`config.mk`:
```
export PLATFORM = sky130hd
export DESIGN_NAME = cap_xfer_seq
export DESIGN_NICKNAME = d
export VERILOG_FILES = /design/src/rtl/cap_xfer_seq_pkg.sv /design/src/rtl/cap_xfer_pack.sv /design/src/rtl/cap_xfer_seq.sv
export SDC_FILE = /design/constraint.sdc
export NUM_CORES = 1
export LEC_CHECK = 0
export CORE_ASPECT_RATIO = 0.8
export CORE_MARGIN = 2
export CORE_UTILIZATION = 45
export DETAILED_ROUTE_END_ITERATION = 12
export PLACE_DENSITY = 0.7
export SYNTH_ARGS = -nofsm -noshare
export SYNTH_HDL_FRONTEND = slang
export SYNTH_SLANG_ARGS = --single-unit
```
`constraint.sdc`:
```
create_clock -name iw_clk -period 38.9 [get_ports iw_clk]
set_clock_uncertainty 0.2 [all_clocks]
set_input_delay 3.89 -clock iw_clk [delete_from_list [all_inputs] [get_ports iw_clk]]
set_output_delay 3.89 -clock iw_clk [all_outputs]
set_load 0.005 [all_outputs]
```
`src/rtl/cap_xfer_seq_pkg.sv`:
```
// Shared types for the capability load/store sequencer.
// Fault codes, slot layout and FSM state encodings.
package cap_xfer_seq_pkg;

    localparam int CAP_FIELD_W = 48;
    localparam int NUM_SLOTS   = 6;

    localparam int SLOT_BASE  = 0;
    localparam int SLOT_LEN   = 1;
    localparam int SLOT_CUR   = 2;
    localparam int SLOT_PERMS = 3;
    localparam int SLOT_ATTR  = 4;
    localparam int SLOT_TAG   = 5;

    typedef enum logic [1:0] {
        FC_NONE   = 2'd0,
        FC_UNTAG  = 2'd1,
        FC_PERM   = 2'd2,
        FC_BOUNDS = 2'd3
    } fault_code_e;

    typedef enum logic [2:0] {
        ST_IDLE  = 3'd0,
        ST_CHECK = 3'd1,
        ST_XFER  = 3'd2,
        ST_DONE  = 3'd3,
        ST_FAULT = 3'd4
    } state_e;

endpackage

```
`src/rtl/cap_xfer_pack.sv`:
```
// Word-level view of a capability image in memory.
// Selects the store word by index and merges a loaded word into the assembly image.
module cap_xfer_pack
    import cap_xfer_seq_pkg::*;
#(
    parameter int DATA_W = 24,
    parameter int ADDR_W = 48,
    parameter int PERM_W = 24,
    parameter int CNT_W  = 4
) (
    input  logic [CNT_W-1:0]                       idx_i,
    input  logic [ADDR_W-1:0]                      src_base_i,
    input  logic [ADDR_W-1:0]                      src_len_i,
    input  logic [ADDR_W-1:0]                      src_cur_i,
    input  logic [PERM_W-1:0]                      src_perms_i,
    input  logic [PERM_W-1:0]                      src_attr_i,
    input  logic                                   src_tag_i,
    input  logic                                   cap_en_i,
    input  logic [DATA_W-1:0]                      rdata_i,
    input  logic [NUM_SLOTS*CAP_FIELD_W-1:0]       asm_i,
    output logic [DATA_W-1:0]                      wdata_o,
    output logic [NUM_SLOTS*CAP_FIELD_W-1:0]       asm_o
);

    localparam int FLAT_W = NUM_SLOTS * CAP_FIELD_W;

    logic [FLAT_W-1:0] img;

    // Store image: six zero-extended slots, word 0 of slot 0 at the lowest bits
    always_comb begin
        img = '0;
        img[SLOT_BASE*CAP_FIELD_W  +: CAP_FIELD_W] = CAP_FIELD_W'(src_base_i);
        img[SLOT_LEN*CAP_FIELD_W   +: CAP_FIELD_W] = CAP_FIELD_W'(src_len_i);
        img[SLOT_CUR*CAP_FIELD_W   +: CAP_FIELD_W] = CAP_FIELD_W'(src_cur_i);
        img[SLOT_PERMS*CAP_FIELD_W +: CAP_FIELD_W] = CAP_FIELD_W'(src_perms_i);
        img[SLOT_ATTR*CAP_FIELD_W  +: CAP_FIELD_W] = CAP_FIELD_W'(src_attr_i);
        img[SLOT_TAG*CAP_FIELD_W   +: CAP_FIELD_W] = CAP_FIELD_W'(src_tag_i);
        wdata_o = img[idx_i*DATA_W +: DATA_W];
    end

    // Load demux: drop the acked word into its slot position
    always_comb begin
        asm_o = asm_i;
        if (cap_en_i) begin
            asm_o[idx_i*DATA_W +: DATA_W] = rdata_i;
        end
    end

endmodule

```
`src/rtl/cap_xfer_seq.sv`:
```
// Multi-cycle capability load/store sequencer for the memory stage.
// Checks the authorising capability, then moves the capability one word per ack.
module cap_xfer_seq
    import cap_xfer_seq_pkg::*;
#(
    parameter int DATA_W  = 24,
    parameter int ADDR_W  = 48,
    parameter int PERM_W  = 24,
    parameter int PERM_SC = 1,
    parameter int PERM_LC = 2
) (
    input  logic              iw_clk,
    input  logic              iw_rst,
    input  logic              iw_start,
    input  logic              iw_is_load,
    input  logic [ADDR_W-1:0] iw_eff_addr,
    input  logic [ADDR_W-1:0] iw_auth_base,
    input  logic [ADDR_W-1:0] iw_auth_len,
    input  logic [PERM_W-1:0] iw_auth_perms,
    input  logic              iw_auth_tag,
    input  logic [ADDR_W-1:0] iw_src_base,
    input  logic [ADDR_W-1:0] iw_src_len,
    input  logic [ADDR_W-1:0] iw_src_cur,
    input  logic [PERM_W-1:0] iw_src_perms,
    input  logic [PERM_W-1:0] iw_src_attr,
    input  logic              iw_src_tag,
    input  logic              iw_flush,
    output logic              ow_mem_req,
    output logic              ow_mem_we,
    output logic [ADDR_W-1:0] ow_mem_addr,
    output logic [DATA_W-1:0] ow_mem_wdata,
    input  logic              iw_mem_ack,
    input  logic [DATA_W-1:0] iw_mem_rdata,
    output logic              ow_busy,
    output logic              ow_done,
    output logic              ow_fault,
    output logic [1:0]        ow_fault_code,
    output logic [ADDR_W-1:0] ow_ld_base,
    output logic [ADDR_W-1:0] ow_ld_len,
    output logic [ADDR_W-1:0] ow_ld_cur,
    output logic [PERM_W-1:0] ow_ld_perms,
    output logic [PERM_W-1:0] ow_ld_attr,
    output logic              ow_ld_tag
);

    localparam int SW     = CAP_FIELD_W / DATA_W;
    localparam int NW     = NUM_SLOTS * SW;
    localparam int CNT_W  = $clog2(NW);
    localparam int FLAT_W = NUM_SLOTS * CAP_FIELD_W;

    state_e             state_q, state_d;
    logic [CNT_W-1:0]   cnt_q, cnt_d;
    fault_code_e        code_q, code_d;

    logic               is_load_q;
    logic               perm_ok_q;
    logic               atag_q;
    logic [ADDR_W-1:0]  eff_q;
    logic [ADDR_W-1:0]  abase_q;
    logic [ADDR_W-1:0]  alen_q;
    logic [ADDR_W-1:0]  sbase_q;
    logic [ADDR_W-1:0]  slen_q;
    logic [ADDR_W-1:0]  scur_q;
    logic [PERM_W-1:0]  sperms_q;
    logic [PERM_W-1:0]  sattr_q;
    logic               stag_q;
    logic [FLAT_W-1:0]  asm_q, asm_d;

    logic [ADDR_W-1:0]  ld_base_q, ld_len_q, ld_cur_q;
    logic [PERM_W-1:0]  ld_perms_q, ld_attr_q;
    logic               ld_tag_q;

    logic               start_ok;
    logic               last_word;
    logic               cap_en;
    logic               ld_upd;
    logic               oob;
    logic [ADDR_W:0]    end_req;
    logic [ADDR_W:0]    end_auth;
    logic [DATA_W-1:0]  wdata_sel;

    assign start_ok  = (state_q == ST_IDLE) && iw_start;
    assign last_word = (cnt_q == CNT_W'(NW - 1));
    assign cap_en    = (state_q == ST_XFER) && iw_mem_ack && is_load_q && !iw_flush;
    assign ld_upd    = cap_en && last_word;

    // One extra bit so a window running past the top of the address space faults
    assign end_req  = {1'b0, eff_q} + (ADDR_W+1)'(NW);
    assign end_auth = {1'b0, abase_q} + {1'b0, alen_q};
    assign oob      = (eff_q < abase_q) || (end_req > end_auth);

    cap_xfer_pack #(
        .DATA_W (DATA_W),
        .ADDR_W (ADDR_W),
        .PERM_W (PERM_W),
        .CNT_W  (CNT_W)
    ) u_pack (
        .idx_i       (cnt_q),
        .src_base_i  (sbase_q),
        .src_len_i   (slen_q),
        .src_cur_i   (scur_q),
        .src_perms_i (sperms_q),
        .src_attr_i  (sattr_q),
        .src_tag_i   (stag_q),
        .cap_en_i    (cap_en),
        .rdata_i     (iw_mem_rdata),
        .asm_i       (asm_q),
        .wdata_o     (wdata_sel),
        .asm_o       (asm_d)
    );

    // Control state, word counter and sticky fault code
    always_ff @(posedge iw_clk) begin
        if (iw_rst) begin
            state_q <= ST_IDLE;
            cnt_q   <= '0;
            code_q  <= FC_NONE;
        end else begin
            state_q <= state_d;
            cnt_q   <= cnt_d;
            code_q  <= code_d;
        end
    end

    // Operands captured on an accepted start; assembly image fills on load acks
    always_ff @(posedge iw_clk) begin
        if (start_ok) begin
            is_load_q <= iw_is_load;
            perm_ok_q <= iw_is_load ? iw_auth_perms[PERM_LC] : iw_auth_perms[PERM_SC];
            atag_q    <= iw_auth_tag;
            eff_q     <= iw_eff_addr;
            abase_q   <= iw_auth_base;
            alen_q    <= iw_auth_len;
            sbase_q   <= iw_src_base;
            slen_q    <= iw_src_len;
            scur_q    <= iw_src_cur;
            sperms_q  <= iw_src_perms;
            sattr_q   <= iw_src_attr;
            stag_q    <= iw_src_tag;
        end
        if (cap_en) begin
            asm_q <= asm_d;
        end
    end

    // Loaded capability only becomes visible once the last word lands
    always_ff @(posedge iw_clk) begin
        if (iw_rst) begin
            ld_base_q  <= '0;
            ld_len_q   <= '0;
            ld_cur_q   <= '0;
            ld_perms_q <= '0;
            ld_attr_q  <= '0;
            ld_tag_q   <= 1'b0;
        end else if (ld_upd) begin
            ld_base_q  <= asm_d[SLOT_BASE*CAP_FIELD_W  +: ADDR_W];
            ld_len_q   <= asm_d[SLOT_LEN*CAP_FIELD_W   +: ADDR_W];
            ld_cur_q   <= asm_d[SLOT_CUR*CAP_FIELD_W   +: ADDR_W];
            ld_perms_q <= asm_d[SLOT_PERMS*CAP_FIELD_W +: PERM_W];
            ld_attr_q  <= asm_d[SLOT_ATTR*CAP_FIELD_W  +: PERM_W];
            ld_tag_q   <= asm_d[SLOT_TAG*CAP_FIELD_W] & atag_q;
        end
    end

    // Next-state, counter and pulse outputs
    always_comb begin
        state_d    = state_q;
        cnt_d      = cnt_q;
        code_d     = code_q;
        ow_busy    = 1'b0;
        ow_done    = 1'b0;
        ow_fault   = 1'b0;
        ow_mem_req = 1'b0;
        unique case (state_q)
            ST_IDLE: begin
                if (iw_start) begin
                    state_d = ST_CHECK;
                    code_d  = FC_NONE;
                    cnt_d   = '0;
                end
            end
            ST_CHECK: begin
                ow_busy = 1'b1;
                cnt_d   = '0;
                if (iw_flush) begin
                    state_d = ST_IDLE;
                end else if (!atag_q) begin
                    state_d = ST_FAULT;
                    code_d  = FC_UNTAG;
                end else if (!perm_ok_q) begin
                    state_d = ST_FAULT;
                    code_d  = FC_PERM;
                end else if (oob) begin
                    state_d = ST_FAULT;
                    code_d  = FC_BOUNDS;
                end else begin
                    state_d = ST_XFER;
                end
            end
            ST_XFER: begin
                ow_busy    = 1'b1;
                ow_mem_req = 1'b1;
                if (iw_flush) begin
                    state_d = ST_IDLE;
                    cnt_d   = '0;
                end else if (iw_mem_ack) begin
                    if (last_word) begin
                        state_d = ST_DONE;
                        cnt_d   = '0;
                    end else begin
                        cnt_d = cnt_q + 1'b1;
                    end
                end
            end
            ST_DONE: begin
                ow_done = 1'b1;
                state_d = ST_IDLE;
            end
            ST_FAULT: begin
                ow_fault = 1'b1;
                state_d  = ST_IDLE;
            end
            default: begin
                state_d = ST_IDLE;
            end
        endcase
    end

    assign ow_mem_we     = ow_mem_req && !is_load_q;
    assign ow_mem_addr   = ow_mem_req ? (eff_q + ADDR_W'(cnt_q)) : '0;
    assign ow_mem_wdata  = ow_mem_we ? wdata_sel : '0;
    assign ow_fault_code = code_q;

    assign ow_ld_base  = ld_base_q;
    assign ow_ld_len   = ld_len_q;
    assign ow_ld_cur   = ld_cur_q;
    assign ow_ld_perms = ld_perms_q;
    assign ow_ld_attr  = ld_attr_q;
    assign ow_ld_tag   = ld_tag_q;

    // Only the selected permission bit and the low bits of each slot matter
    logic unused_bits;
    assign unused_bits = ^{iw_auth_perms, asm_d};

endmodule

```
==> flow_summary.toml, run 1 <==
[run_status]
outcome = "finished clean"

[placement]
hpwl_um = 90380
dp_cells = 4811
dpl-instance-area_mm2 = 0.04365
port-buffer-count = 641
place.gp.congestion = 0.9904
dp_slack_ps = 30450

[run]
maxCapViolations = 0

[final_layout]
n_fill_cell = 6682
fin_util_pct = 57.76
finalNetCount = 4398
layout.cells.non_filler = 4965
multi_input_area_mm2 = 0.01518
syn2layout_area_growth_pct = 27.46
final_cell_area_mm2 = 0.04630
drive_gt1_share_pct = 9.798
ff_latch_area_mm2 = 0.02006

[global_routing]
grt_max_degree = 179
grtUsageTotal_pct = 28.61
antenna_found_initial = 24
grt_pass1_wl_um = 177300
grt_pass1_vias = 27374
overflow = 0

[power_and_ir_drop]
p_switching_mw = 0.4722
combPwrFrac_pct = 12.5
finalPower_mw = 1.888
p_int_mw = 1.416
vdd_drop_max_mv = 0.03632
p_leak_nw = 17.38
power_frac_clock_pct = 40.6
p_sw_share_pct = 25.01
power.density_mw_per_mm2 = 40.77
p_seq_share_pct = 46.8

[clock_tree]
cts_tree = "yes"
cts_buffers = 77
postCtsSetupRepairBufs = 0
cts.path.max_buffers = 3
insertion_delay_ps = 660
clk_pin_slew_worst_paths_ps = 60
cts_sinks = 735
post_cts_resized = 0
holdBufCountCts = 0
h-tree-depth = 3
root_buffer = "clkbuf_16"

[timing]
max_slew_margin_pct = 18.56
setup_tns_ps = 0
final_hold_viol_count = 0
period_minus_slack_ps = 9371
worst_slack_ps = 29530
final_max_slew_viol_count = 0
rsz0062_at_grt = "false"
finalSetupViolCount = 0
timing.fmax_mhz = 106.7
whs_ps = 254.0
finalCritPeriodShare_pct = 24.09
tightest_slew_ps = 1216

[floorplanning]
initial_utilization_pct = 45.31
die_w_um = 321.7
num_io_pins = 664
core_mm2 = 0.08017
die_h_um = 258.1
rows = 93
fp.dieArea_mm2 = 0.08303

[route]
post_drt_wl_per_cell_um = 24.51
vias = 28620
vias_per_cell = 5.764
drt-pass1-iter-count = 6
drt_drc_violations_left = 0
drtIter0Drc = 3140
routed_wl_um = 121700
ant_nets = 0

[logic_synthesis]
synth_nets = 3824
synth_area_leaders = "edfxtp_1 (44%), dfxtp_1 (11%), ha_1 (5.5%), nand2_1 (4.1%), mux2_2 (3.4%)"
synth.most_common_cell = "edfxtp_1"
synth_seq_cells = 735
yosysWarnings = 0
yosysUniqueCellTypes = 86
synthArstFlopShare_pct = 0
synth_top_cells_by_count = "edfxtp_1 (533), nand2_1 (394), nor2_1 (255), dfxtp_1 (202), a21oi_1 (195)"
synth_edf_count = 533
syn_inst = 3271
synth.top_cell.area_share_pct = 44.06
syn_area_per_cell_um2 = 11.11
synth_ff_type = "edfxtp_1"
synth.yosys.seq_area_share_pct = 55.19
syn_area_mm2 = 0.03633
yosysTopAreaCell = "edfxtp_1"

[setup_path]
cp.arrival_ps = 5280
crit_type = "flop to output pin"
required_ps = 34810
cp-start-kind = "flop"
endpoint_kind = "output pin"
cp_top_family = "simple AND/OR/NAND/NOR gates"
worstPathCellList = "buf_4 > ha_1 > a21o_1 > a21oi_1 > nor4_1 > nand3_1 > nor3_1 > nand2_1 > xor2_1 > nor2_1 > clkdlybuf4s50_1"
slowest_stage = "nor4_1"
max_stage_delay_ps = 870
worst-path-buf-inv = 2
path_max_fanout = 28

[min_path]
holdCritPathClass = "flop to flop"
## power groups by stage
stage	combinational (mW)	clock (mW)	sequential, mW
finish	0.237	0.767	0.884
floorplan	0.139	0	0.910
CTS	0.232	0.776	0.883
global route	0.257	0.808	0.886
global placement	0.229	0	0.900
detailed placement	0.231	0	0.900
## cell usage in the layout, fill, tap and decap left out, types with 17 or more instances in the layout
cell             count
nand2_1            393
xnor2_1             66
a31oi_1             25
mux2i_1             18
edfxtp_1           533
xor2_1              69
nand4_1             32
a211oi_1            19
ha_1               159
inv_1              100
o31ai_1             26
buf_4               37
clkbuf_16           84
nor4_1              19
nand3_1             56
mux2_2             111
or3_1               17
o21ai_1             27
nor2_1             252
nor3_1              71
nand2b_1            18
o2bb2ai_1           21
o21ba_2             37
clkdlybuf4s50_1    640
a21oi_1            195
dfxtp_1            199
a21o_1              85
a221oi_1            34
o21ai_0            166
o22ai_1             18
and3_1              84
mux4_2              24
## final timing paths
path,to,depth (start not counted),from,slack (ps)
worst max register to register,ow_fault_code[1],21,abase_q[1],31700
worst min register to register,ow_ld_cur[24],2,ow_ld_cur[24],250
worst max-delay path,ow_mem_addr[35],11,cnt_q[2],29530
worst min-delay path,ow_ld_cur[24],2,ow_ld_cur[24],250
## kinds of logic (layout without fill, tap and decap cells)
family / after synthesis / after routing / share of synthesized area (%)
adder cells (fa/ha/maj): 161 / 161 / 5.586
AO/OA/AOI/OAI: 772 / 772 / 14.08
AND/OR/NAND/NOR: 1013 / 1013 / 12.74
buffers and inverters: 288 / 926 / 3.117
flip-flops: 735 / 735 / 55.19
XOR/XNOR: 141 / 141 / 3.534
other: 0 / 11 / 0
multiplexers: 161 / 161 / 5.755
## final cells by class
cell class              instances  area share (%)
well taps                    1045           2.824
multi-input cells            2248           32.79
repair buffers                679           14.49
clock inverters                39          0.8160
clock buffers                 104           4.853
flip-flops and latches        735           43.31
inverters                     104          0.8593
diodes                         11         0.05945
## layer usage
layer	vias to the layer above	share of wire (%)	global-route usage, %	routed length (um)
li1	13238	-	-	-
met1	13808	43	39.51	51830
met2	1334	45	44.93	55240
met3	218	9.3	7.341	11290
met4	22	2.6	7.399	3175
met5	-	0.12	0	148
## worst reg2reg max path, cell delays in order, from the launching register on
cell and delay [ps]:
edfxtp_1 460, ha_1 340, a211oi_1 330, o211ai_1 160
a221oi_1 390, a21oi_1 240, a222oi_1 520, buf_4 240
nor2b_1 380, o21ai_0 360, a41oi_1 340, xor2_1 100
ha_1 200, a2111oi_0 350, o21ai_0 140, o21ai_0 80
o21ai_0 350, nor4_1 660, a31oi_1 410, or4_1 610
nand2_1 120, a32o_1 160
## sequential cells by signal (all words and copies together), names as in the netlist
signal         flops
scur_q            48
stag_q             1
atag_q             1
eff_q             48
sperms_q          24
ow_ld_perms       24
ow_ld_cur         48
cnt_q              4
sattr_q           24
slen_q            48
perm_ok_q          1
is_load_q          1
ow_ld_attr        24
ow_fault_code      2
sbase_q           48
ow_ld_tag          1
asm_q            193
ow_ld_len         48
abase_q           48
alen_q            48
state_q            3
ow_ld_base        48
Power figures use the tool's default switching activity.
==> inputs of run 2 (changes only) <==
--- a/config.mk
+++ b/config.mk
@@ -9,7 +9,7 @@
 export CORE_MARGIN = 2
 export CORE_UTILIZATION = 45
 export DETAILED_ROUTE_END_ITERATION = 12
-export PLACE_DENSITY = 0.7
+export PLACE_DENSITY = 0.73
 export SYNTH_ARGS = -nofsm -noshare
 export SYNTH_HDL_FRONTEND = slang
 export SYNTH_SLANG_ARGS = --single-unit
==> constraint.sdc (replaced) <==
create_clock -name iw_clk -period 8 [get_ports iw_clk]
set_clock_uncertainty 0.2 [all_clocks]
set_input_delay 0.8 -clock iw_clk [delete_from_list [all_inputs] [get_ports iw_clk]]
set_output_delay 0.8 -clock iw_clk [all_outputs]
set_load 0.005 [all_outputs]
==> run 2 against run 1 <==
- clock power increased to 4.7 times the previous value
- sequential share of layout area increased by 0.11 points
- combinational power increased to 4.9 times the previous value
- critical path type is now flop to flop
==> flow_summary.toml, run 2 (synthesized netlist as in run 1, its figures left out) <==
[clock_tree]
post_cts_resized = 0
root_buffer = "clkbuf_16"
insertion_delay_ps = 640
cts_buffers = 75
holdBufCountCts = 0
postCtsSetupRepairBufs = 0
cts_tree = "yes"
cts_sinks = 735
h-tree-depth = 3
cts.path.max_buffers = 3
clk_pin_slew_worst_paths_ps = 60

[timing]
timing.fmax_mhz = 145.5
period_minus_slack_ps = 6872
final_hold_viol_count = 0
worst_slack_ps = 1128
tightest_slew_ps = 1401
whs_ps = 253.2
rsz0062_at_grt = "false"
finalSetupViolCount = 0
finalCritPeriodShare_pct = 85.90
final_max_slew_viol_count = 0
max_slew_margin_pct = 6.584

[route]
ant_nets = 0
drt_drc_violations_left = 0
post_drt_wl_per_cell_um = 25.16
routed_wl_um = 124600
vias_per_cell = 5.827
drtIter0Drc = 3255
drt-pass1-iter-count = 6
vias = 28865

[placement]
place.gp.congestion = 1.006
dp_cells = 4810
port-buffer-count = 641
hpwl_um = 93180
dp_slack_ps = 1417

[floorplanning]
core_mm2 = 0.08017
fp.dieArea_mm2 = 0.08303
rows = 93
num_io_pins = 664
initial_utilization_pct = 45.31
die_h_um = 258.1
die_w_um = 321.7

[setup_path]
rr_worst_depth = 20
path_max_fanout = 4
reg2reg_to = "ow_fault_code[1]"
required_ps = 8380
worstPathCellList = "ha_1 > a211oi_1 > o211ai_1 > a221oi_1 > a21oi_1 > a222oi_1 > o21ai_0 > nor2_1 > o21ai_0 > xnor2_1 > ha_1 > a2111oi_0 > o21ai_0 > o21ai_0 > o21ai_0 > nor4_1 > a31oi_1 > or4_1 > nand2_1 > a32o_1"
cp-start-kind = "flop"
crit_type = "flop to flop"
path_common_cell = "o21ai_0"
r2r_start = "abase_q[1]"
cp.arrival_ps = 7250
endpoint_kind = "flop"
critPathLaunch = "abase_q[1]"
max_stage_delay_ps = 1190
r2r_slack_ps = 1130
slowest_stage = "a222oi_1"

[final_layout]
largest_register_ffs = 193
finalNetCount = 4395
most-common-layout-cells = "clkdlybuf4s50_1 (640), edfxtp_1 (533), nand2_1 (393)"
drive_gt1_share_pct = 9.715
top_register = "asm_q"
layout.cells.non_filler = 4954
final_common_cell = "clkdlybuf4s50_1"
syn2layout_area_growth_pct = 27.13
fin_util_pct = 57.61

[global_routing]
grt_pass1_vias = 28033
grt_max_degree = 192
antenna_found_initial = 16
overflow = 0
grt_pass1_wl_um = 181700
grtUsageTotal_pct = 29.34

[min_path]
worst_hold_path.endpoint = "ow_ld_cur[27]"
holdCritStartpoint = "ow_ld_cur[27]"
min_path_cells = 2
holdCritPathClass = "flop to flop"

[power_and_ir_drop]
p_leak_nw = 17.32
power.density_mw_per_mm2 = 196.4
vdd_drop_max_mv = 0.1795

[run]
maxCapViolations = 0

[run_status]
outcome = "finished clean"
-- run 2: cell types whose count changed in the layout (fill, tap and decap cells not counted), moves of 2 or more --
cell / previous run / this run
clkbuf_16: 84 / 77
clkbuf_1: 13 / 8
clkinv_2: 13 / 15
inv_8: 0 / 2
diode_2: 11 / 8
-- run 2: final cells by class --
type                    instances  area [um^2]
inverters                     104        396.6
clock buffers                  92         2053
clock inverters                44        461.7
fillers                      6693        33990
well taps                    1045         1308
repair buffers                678         6701
multi-input cells            2248        15190
diodes                          8        20.02
flip-flops and latches        735        20060
-- run 2: worst max path at each step --
stage | slack (ps) | cells after the start | end
3_3_place_gp | 1580 | 20 | ow_fault_code[1]
3_5_place_dp | 1420 | 19 | state_q[1]
4_1_cts | 1400 | 20 | ow_fault_code[1]
5_1_grt | 870 | 19 | state_q[1]
6_report | 1130 | 20 | ow_fault_code[1]
2_1_floorplan | -1570 | 2 | abase_q[0]
-- run 2: metrics by stage --
| step | power, mW | TNS (ps) | cell area, um^2 |
|---|---|---|---|
| final | 9.069 | 0 | 46180 |
| after global placement | 5.500 | 0 | 43650 |
| after detailed placement | 5.514 | 0 | 43650 |
| after global routing | 9.371 | 0 | 46170 |
| after CTS | 9.090 | 0 | 46160 |
| after floorplan | 5.038 | -533850 | 36350 |
-- run 2: metal layers --
layer  up-vias  track usage, %  wire, um
met5         -               0       128
met4        18           11.32      5036
met3       256           6.847     11830
met2      1410           44.28     55010
met1     13932           41.02     52640
li1      13249               -         -
-- run 2: critical path: cells and delay by family, from the launching register on --
kind | cells | cell delay, ps
AOI/OAI and AO/OA | 13 | 3980
xor gates and xnor gates | 1 | 150
adders and majority gates | 2 | 520
DFF | 1 | 450
and+or+nand+nor | 4 | 1510
-- run 2: report_power, final --
part	internal [mW]	total, mW	switching, mW	leakage (nW)
Combinational	0.495	1.16	0.667	9.51
Clock	2.07	3.60	1.53	1.24
Sequential	4.21	4.31	0.0938	6.57
==> inputs of run 3 (changes only) <==
--- a/config.mk
+++ b/config.mk
@@ -10,6 +10,8 @@
 export CORE_UTILIZATION = 45
 export DETAILED_ROUTE_END_ITERATION = 12
 export PLACE_DENSITY = 0.73
+export SETUP_SLACK_MARGIN = 0.05
+export SLEW_MARGIN = 20
 export SYNTH_ARGS = -nofsm -noshare
 export SYNTH_HDL_FRONTEND = slang
 export SYNTH_SLANG_ARGS = --single-unit
==> run 3 against run 2 <==
- register-to-register slack got worse by 190 ps
- wire length is 0.17% higher
- critical path depth unchanged
- utilization about the same
- largest cell class unchanged
- largest power group unchanged
==> flow_summary.toml, run 3 (synthesized netlist as in run 1, its figures left out) <==
[global_routing]
overflow = 0
grt.met1_usage_pct = 40.50
grt_max_degree = 192
use_met3_pct = 7.215
antenna_found_initial = 16
top_usage_layer = "met2"
grt_pass1_vias = 28062
grtUsageTotal_pct = 29.30
use_met2_pct = 44.29
grt_pass1_wl_um = 180800

[final_layout]
largest_register_ffs = 193
most-common-layout-cells = "clkdlybuf4s50_1 (640), edfxtp_1 (533), nand2_1 (393)"
finalNetCount = 4397
drive_gt1_share_pct = 9.626
final_common_cell = "clkdlybuf4s50_1"
syn2layout_area_growth_pct = 27.18
top_register = "asm_q"

[clock_tree]
insertion_delay_ps = 640
postCtsSetupRepairBufs = 0
holdBufCountCts = 0
post_cts_resized = 0
h-tree-depth = 3
cts_sinks = 735
cts.path.max_buffers = 3
cts_tree = "yes"
clk_pin_slew_worst_paths_ps = 70
root_buffer = "clkbuf_16"
cts_buffers = 76

[setup_path]
cp-start-kind = "flop"
r2r_start = "abase_q[1]"
required_ps = 8370
crit_type = "flop to flop"
endpoint_kind = "flop"
rr_worst_depth = 20
critPathLaunch = "abase_q[1]"
path_max_fanout = 4
cp.arrival_ps = 7430

[floorplanning]
die_w_um = 321.7
initial_utilization_pct = 45.31
num_io_pins = 664
die_h_um = 258.1
core_mm2 = 0.08017
rows = 93
fp.dieArea_mm2 = 0.08303

[route]
vias_per_cell = 5.830
drt-pass1-iter-count = 6
vias = 28925
drtIter0Drc = 3351
routed_wl_um = 124900
drt_drc_violations_left = 0
ant_nets = 0
post_drt_wl_per_cell_um = 25.17

[power_and_ir_drop]
p_leak_nw = 17.32
finalPower_mw = 9.041
vdd_drop_max_mv = 0.1712
power.density_mw_per_mm2 = 195.7

[timing]
setup_tns_ps = 0
period_minus_slack_ps = 7061
timing.fmax_mhz = 141.6
final_max_slew_viol_count = 0
final_hold_viol_count = 0
max_slew_margin_pct = 3.943
finalCritPeriodShare_pct = 88.26
whs_ps = 253.4
rsz0062_at_grt = "false"
finalSetupViolCount = 0
tightest_slew_ps = 1441

[min_path]
holdCritStartpoint = "ow_ld_cur[27]"
holdCritPathClass = "flop to flop"
min_path_cells = 2

[placement]
place.gp.congestion = 1.006
hpwl_um = 93480
port-buffer-count = 641

[run]
maxCapViolations = 0

[run_status]
outcome = "finished clean"
-- run 3: changes by cell type in the layout (fill, tap and decap cells not counted), sizes merged --
cell,change
buf,+1
bufinv,-1
clkbuf,+4
clkinv,+3
diode,+2
inv,-2
-- run 3: report_power, final --
part           total (mW)  switching (mW)  internal (mW)
combinational        1.16           0.666          0.495
sequential           4.31          0.0944           4.21
clock                3.57            1.53           2.04
total                9.04            2.29           6.75
-- run 3: final cells by class --
| class | count | area, um^2 |
|---|---|---|
| antenna | 10 | 25.02 |
| clock buffer | 96 | 2069 |
| clock inverter | 44 | 421.7 |
| fill | 6641 | 33970 |
| inverter | 104 | 396.6 |
| multi-input combinational | 2248 | 15190 |
| sequential | 735 | 20060 |
| tap | 1045 | 1308 |
| timing repair buffer | 679 | 6733 |
-- run 3: layer usage --
metal / wire, um / vias to the layer above
li1: - / 13250
met1: 52550 / 14011
met2: 55020 / 1409
met3: 12050 / 243
met4: 5167 / 12
met5: 80 / -
-- run 3: final timing paths --
path / slack, ps / end
worst max register to register: 940 / ow_fault_code[0]
worst max-delay path: 940 / ow_fault_code[0]
worst min register to register: 250 / ow_ld_cur[27]
worst min-delay path: 250 / ow_ld_cur[27]
-- run 3: worst max-delay path, stage by stage, from the launching register on --
cell and delay (ps):
edfxtp_1 450, ha_1 350, a211oi_1 370, o211ai_1 160, a221oi_1 420, a21oi_1 230
a222oi_1 1220, nor2b_1 370, o21ai_0 250, a41oi_1 300, xor2_1 100, ha_1 200
a2111oi_0 360, o21ai_0 150, o21ai_0 90, o21ai_0 310, nor4_1 480, a31oi_1 170
or4_1 520, nand2_1 120, a32o_1 160
-- run 3: stage by stage --
| step | cell area, um^2 | worst slack [ps] | instances | util, % |
|---|---|---|---|---|
| 2_1_floorplan | 36350 | -1570 | 3271 | - |
| 3_3_place_gp | 43650 | 1581 | 4810 | 54.44 |
| 3_5_place_dp | 43680 | 1349 | 4811 | 54.48 |
| 4_1_cts | 46170 | 1329 | 4951 | 57.59 |
| 5_1_grt | 46190 | 957.6 | 4957 | 57.62 |
| 6_report | 46200 | 939.0 | 4961 | 57.63 |
